===== src/rtl/sync_down_counter.sv =====
// Loadable down counter with one-shot / periodic modes and a one-cycle
// terminal-count pulse. Synchronous active-high reset; all state on clk rise.
module sync_down_counter #(
  parameter int unsigned WIDTH = 4
) (
  input  logic             clk,
  input  logic             reset,
  input  logic             load,
  input  logic [WIDTH-1:0] load_val,
  input  logic             en,
  input  logic             auto_reload,
  output logic [WIDTH-1:0] q,
  output logic             tc,
  output logic             busy,
  output logic             done
);

  localparam logic [WIDTH-1:0] ZERO = WIDTH'(0);
  localparam logic [WIDTH-1:0] ONE  = WIDTH'(1);

  typedef enum logic [1:0] {
    ST_IDLE = 2'd0,
    ST_RUN  = 2'd1,
    ST_DONE = 2'd2
  } state_e;

  state_e           state_q, state_d;
  logic [WIDTH-1:0] count_q, count_d;
  logic [WIDTH-1:0] reload_q, reload_d;
  logic             tc_q, tc_d;
  logic             busy_q, busy_d;
  logic             done_q, done_d;

  // State register; busy/done are registered copies of the next-state decode
  always_ff @(posedge clk) begin
    if (reset) begin
      state_q  <= ST_IDLE;
      count_q  <= ZERO;
      reload_q <= ZERO;
      tc_q     <= 1'b0;
      busy_q   <= 1'b0;
      done_q   <= 1'b0;
    end else begin
      state_q  <= state_d;
      count_q  <= count_d;
      reload_q <= reload_d;
      tc_q     <= tc_d;
      busy_q   <= busy_d;
      done_q   <= done_d;
    end
  end

  // Next-state: load wins over en; a count of 0 in RUN only occurs in periodic mode
  always_comb begin
    state_d  = state_q;
    count_d  = count_q;
    reload_d = reload_q;
    tc_d     = 1'b0;

    if (load) begin
      count_d  = load_val;
      reload_d = load_val;
      state_d  = (load_val != ZERO) ? ST_RUN : ST_IDLE;
    end else begin
      unique case (state_q)
        ST_RUN: begin
          if (en) begin
            if (count_q > ONE) begin
              count_d = count_q - ONE;
            end else if (count_q == ONE) begin
              count_d = ZERO;
              tc_d    = 1'b1;
              state_d = auto_reload ? ST_RUN : ST_DONE;
            end else begin
              count_d = reload_q;
            end
          end
        end
        ST_IDLE, ST_DONE: begin
          state_d = state_q;
        end
        default: begin
          state_d = ST_IDLE;
        end
      endcase
    end

    busy_d = (state_d == ST_RUN);
    done_d = (state_d == ST_DONE);
  end

  assign q    = count_q;
  assign tc   = tc_q;
  assign busy = busy_q;
  assign done = done_q;

endmodule


===== config.mk =====
export PLATFORM = sky130hd
export DESIGN_NAME = sync_down_counter
export DESIGN_NICKNAME = d
export VERILOG_FILES = /design/src/rtl/sync_down_counter.sv
export SDC_FILE = /design/constraint.sdc
export NUM_CORES = 1
export LEC_CHECK = 0
export CORE_AREA = 2 2 39 41
export CTS_CLUSTER_DIAMETER = 40
export DETAILED_ROUTE_END_ITERATION = 10
export DIE_AREA = 0 0 41 43
export GPL_ROUTABILITY_DRIVEN = 0
export GPL_TIMING_DRIVEN = 0
export PLACE_DENSITY = 0.77
export SLEW_MARGIN = 25
export SYNTH_ARGS = -nofsm -noshare
export SYNTH_HDL_FRONTEND = slang
export SYNTH_SLANG_ARGS = --single-unit

===== constraint.sdc =====
create_clock -name clk -period 3.2 [get_ports clk]
set_input_delay 0.64 -clock clk [delete_from_list [all_inputs] [get_ports clk]]
set_output_delay 0.64 -clock clk [all_outputs]
set_load 0.01 [all_outputs]

* After elaboration in Yosys (flattened, before gate mapping)
Cells that the tools add are included.
** Cells by class
- Add/sub/neg operators :: 1
- Magnitude comparators :: 1
- Equal/unequal tests :: 5
- Muxes and demuxes :: 13
- Bitwise logic cells :: 2
- Reductions and logical operators :: 7
** Operators with widths (number)
- $mux W4 :: 5
- $mux W2 :: 5
- $reduce_or A5 Y1 :: 1
- $eq A2 B1 Y1 const B :: 2
- $eq A2 B2 Y1 const B :: 2
- $eq A4 B1 Y1 const B :: 1
- $gt A4 B1 Y1 const B :: 1
- $pmux W2 S2 :: 1
- $reduce_bool A2 Y1 :: 2
- $reduce_bool A4 Y1 :: 1
- $sub A4 B1 Y4 const B :: 1
- $logic_not A2 Y1 :: 1
- $mux W1 :: 2
- $not A1 Y1 :: 2
- $reduce_and A2 Y1 :: 1
- $reduce_or A2 Y1 :: 1
** Storage, ports and cells
- Flip-flop bits (word level) :: 13
- Input port bits :: 9
- Output and inout port bits :: 7
- Word-level logic and storage cells :: 35

* Longest topological paths before layout
- Word-level depth :: 7
- Mapped depth :: 6
- Gate-level depth less buffers :: 6

* Worst setup path before layout
No wires, ideal clock.
- Path type :: reg2reg
- Start :: reg count_q[1] (netlist: q[1])
- End :: reg busy_q (netlist: busy)
- Setup time :: 0.071 ns
- Arrival time :: 1.659 ns
- Required time :: 3.129 ns
- Setup slack :: 1.470 ns
- Stages on the path, launching flop included :: 7
- Buffers on the path :: 0
- Clock period less this slack :: 1.730 ns
- Cells stage by stage :: dfxtp_1 -> inv_1 -> ha_1 -> or2b_2 -> nor4b_1 -> or4b_2 -> a21oi_1
** Between the ends
- Word-level cells in the longest chain between the ends :: 7
- Elaborated cells between the ends (all ways) :: 8
- Those cells by class :: order compare (1); eq/ne (2); mux (5)
** RTL lines
- start: declaration :: line 28 : logic [WIDTH-1:0] count_q, count_d;
- start signal: assignment :: line 45 : count_q <= count_d;
- parallel branches: the longest is 2 deep, another holds $gt A4 B1 Y1
- $mux W2 (*) :: line 68 : if (count_q > ONE) begin
- $mux W2 (*) :: line 67 : if (en) begin
- $pmux W2 S2 (*) :: line 65 : unique case (state_q)
- $mux W2 (*) :: line 60 : if (load) begin
- $eq A2 B1 Y1 (*) :: line 88 : busy_d = (state_d == ST_RUN);
- end signal: assignment :: line 48 : busy_q <= busy_d;
- end: declaration :: line 31 : logic busy_q, busy_d;
Every way passes the cells marked *.
A chain may end at the register's enable or synchronous reset.

* Worst setup path after layout
- Start :: reg count_q[0] (netlist: q[0])
- End :: out q[0]
** RTL lines
- end: declaration :: line 12 : output logic [WIDTH-1:0] q,
No word-level cell between the ends.

==> flow_summary.toml <==
[pwr]
p_leak_uw = 0.000299
p_per_area_nw_per_um2 = 424
ir_worst_vdd_uv = 228

[worst_setup_path]
cp_num_buf_inv = 1
worst-endpoint-required_ns = 2.56
worst-r2r-setup-slack_ns = 1.35
crit_path_end_kind = "primary output"
rr_worst_depth = 6
slowest_delay_ns = 0.58
start_kind = "register"
path_cells = "clkdlybuf4s50_1"
reg2reg_from = "q[1]$_SDFFE_PP0P_"
criticalPathCategory = "register to primary output"
crit_fanout = 6
r2r_end = "state_q[0]$_SDFF_PP0_"
crit_path_top_delay_cell = "clkdlybuf4s50_1"
critPathArrivalTime_ns = 1.30
worst-path-stages = 1
cp_top_family = "buffers and inverters"

[floorplanning]
die_w_um = 41
row_count = 14
core-area_um2 = 1380
num_io_pins = 16
die_area_um2 = 1760
die_h_um = 43
start_util_pct = 45.0

[global_route]
antenna_found_initial = 0
grt_start_max_net_pins = 11
grt_pass1_vias = 537
grt_pass1_wl_um = 2280
grt.overflow.total = 0
grt_usage_pct = 19.2

[yosys]
seq_area_frac_synth_pct = 41.8
synth_area_um2 = 623
syn_nets = 80
avgSynthCellArea_um2 = 9.03
syn_inst = 69
synth-seq-cells = 13
ys_types = 27
ys_warn_count = 0

[route]
drtIter0Drc = 16
viasPerCell = 5.44
drc_errors = 0
num_vias = 566
wl_per_cell_um = 12.8
dr.pass1.iters = 4
antenna_left = 0
routed_wl_um = 1330

[sta]
setup_viol = 0
slew_violations = 0
finalHoldWorstSlack_ns = 0.484
fin_crit_ns = 1.94
slew_headroom_pct = 70.0
hold_violations = 0
worst_slack_ns = 1.26
timing.fmax_mhz = 515
fin_crit_sh_pct = 60.7
worst-slew-pin-transition_ns = 0.450
finalClockSkew_ns = 0.00114
final.setup.tns_ns = 0
rsz0062_at_grt = "false"

[finish]
nFillCells = 142
drive_gt1_share_pct = 10.2
final_nets = 100
antennaDiodeCount = 0
syn_to_final_growth_pct = 31.5

[flow_run]
maxCapViolations = 0

[status]
status = "complete, no violations"

[min_path]
hp-start = "reload_q[0]$_SDFFE_PP0P_"
worstHoldPathCells = 2
hold_class = "register to register"
min_to = "reload_q[0]$_SDFFE_PP0P_"

[clock_tree]
cts_max_level = 1
cts_setup_buffers = 0
numCtsBuffers = 3
cts_tree = "built"
cts_root_buf = "clkbuf_4"
post_cts_resize_count = 0
cts.path.max_buffers = 2
hold_buffers = 0
cts_sinks = 13
clk_pin_slew_ns = 0.08
clkLatencyLatePin_ns = 0.28

[placed_design]
place_ws_ns = 0.993
io_buffers = 15
dp_hpwl_um = 988
logic make-up (layout without fill, tap and decap cells):
group,Yosys count,count (layout),synth area share [%]
compound gates,19,19,21.1
buf+inv,8,27,4.82
mux,2,2,3.21
fa+ha+maj,2,2,4.02
flops,13,13,41.8
simple gates,25,25,25.1
stage by stage:
step	power, uW	utilization (%)	area [um^2]	instances
6_report	347	59.2	820	104
3_5_place_dp	246	57.3	793	100
4_1_cts	350	59.2	820	104
5_1_grt	364	59.2	820	104
2_1_floorplan	216	-	623	69
3_3_place_gp	244	57.3	793	100
metal layers:
layer / up-vias / track usage (%) / share of wire (%)
li1: 291 / - / -
met1: 257 / 23.9 / 50
met2: 14 / 29.1 / 45
met3: 4 / 3.14 / 2.9
met4: 0 / 12.0 / 2.9
met5: - / 0 / 0
where the power goes:
| part | switching, uW | internal, uW | total (uW) |
|---|---|---|---|
| clock network | 55.4 | 48.4 | 104 |
| logic | 30.6 | 34.4 | 65.0 |
| registers | 8.35 | 170 | 178 |
layout make-up:
class                           count  area [um^2]  share of cell area (%)
Tap cell                           16         20.0                    2.44
Inverter                            6         22.5                    2.75
Clock buffer                        4         26.3                    3.21
Sequential cell                    13          260                    31.8
Buffer                              2         7.51                   0.916
Multi-Input combinational cell     48          333                    40.6
Timing Repair Buffer               15          150                    18.3
sequential cells by signal (all words and copies together), names as in the netlist:
register	flops
tc	1
reload_q	4
done	1
state_q	2
busy	1
q	4
cells in the mapped netlist:
cell type / n / share of area, %
dfxtp_1: 13 / 42
a21oi_1: 10 / 8.0
inv_1: 6 / 3.6
nor2_1: 5 / 3.0
nand2_1: 3 / 1.8
nor3_1: 3 / 2.4
a221oi_1: 2 / 2.8
ha_1: 2 / 4.0
mux2i_1: 2 / 3.2
nand2b_1: 2 / 2.0
nand3b_1: 2 / 2.4
nor4b_1: 2 / 2.8
o31a_1: 2 / 2.8
o32ai_1: 2 / 2.8
a2111oi_2: 1 / 2.4
and2_1: 1 / 1.0
and3_1: 1 / 1.0
and3b_2: 1 / 1.6
buf_1: 1 / 0.60
clkbuf_1: 1 / 0.60
o21ai_0: 1 / 0.80
o41ai_1: 1 / 1.4
or2_2: 1 / 1.0
or2b_1: 1 / 1.2
or2b_2: 1 / 1.4
or3_4: 1 / 1.8
or4b_2: 1 / 1.6
layout by cell type, fill, tap and decap left out:
cell and n:
nor2_1 5, or2_2 1, or2b_2 1, and3b_2 1, o31a_1 2, ha_1 2
o41ai_1 1, o32ai_1 2, a2111oi_2 1, or3_4 1, nand2_1 3, o21ai_0 1
and2_1 1, nor3_1 3, or2b_1 1, mux2i_1 2, nand2b_1 2, dfxtp_1 13
or4b_2 1, nand3b_1 2, a21oi_1 10, nor4b_1 2, clkbuf_4 3, clkdlybuf4s50_1 15
clkbuf_1 2, and3_1 1, inv_1 6, buf_1 1, a221oi_1 2
worst max path at each step:
stage / to / slack, ns / startpoint
2_1_floorplan: busy$_SDFF_PP0_ / 1.47 / q[1]$_SDFFE_PP0P_
3_3_place_gp: q[3]$_SDFFE_PP0P_ / 0.98 / en
3_5_place_dp: q[3]$_SDFFE_PP0P_ / 0.99 / en
4_1_cts: q[0] / 1.25 / q[0]$_SDFFE_PP0P_
5_1_grt: q[3]$_SDFFE_PP0P_ / 1.13 / en
6_report: q[0] / 1.26 / q[0]$_SDFFE_PP0P_
Power figures use the tool's default switching activity.
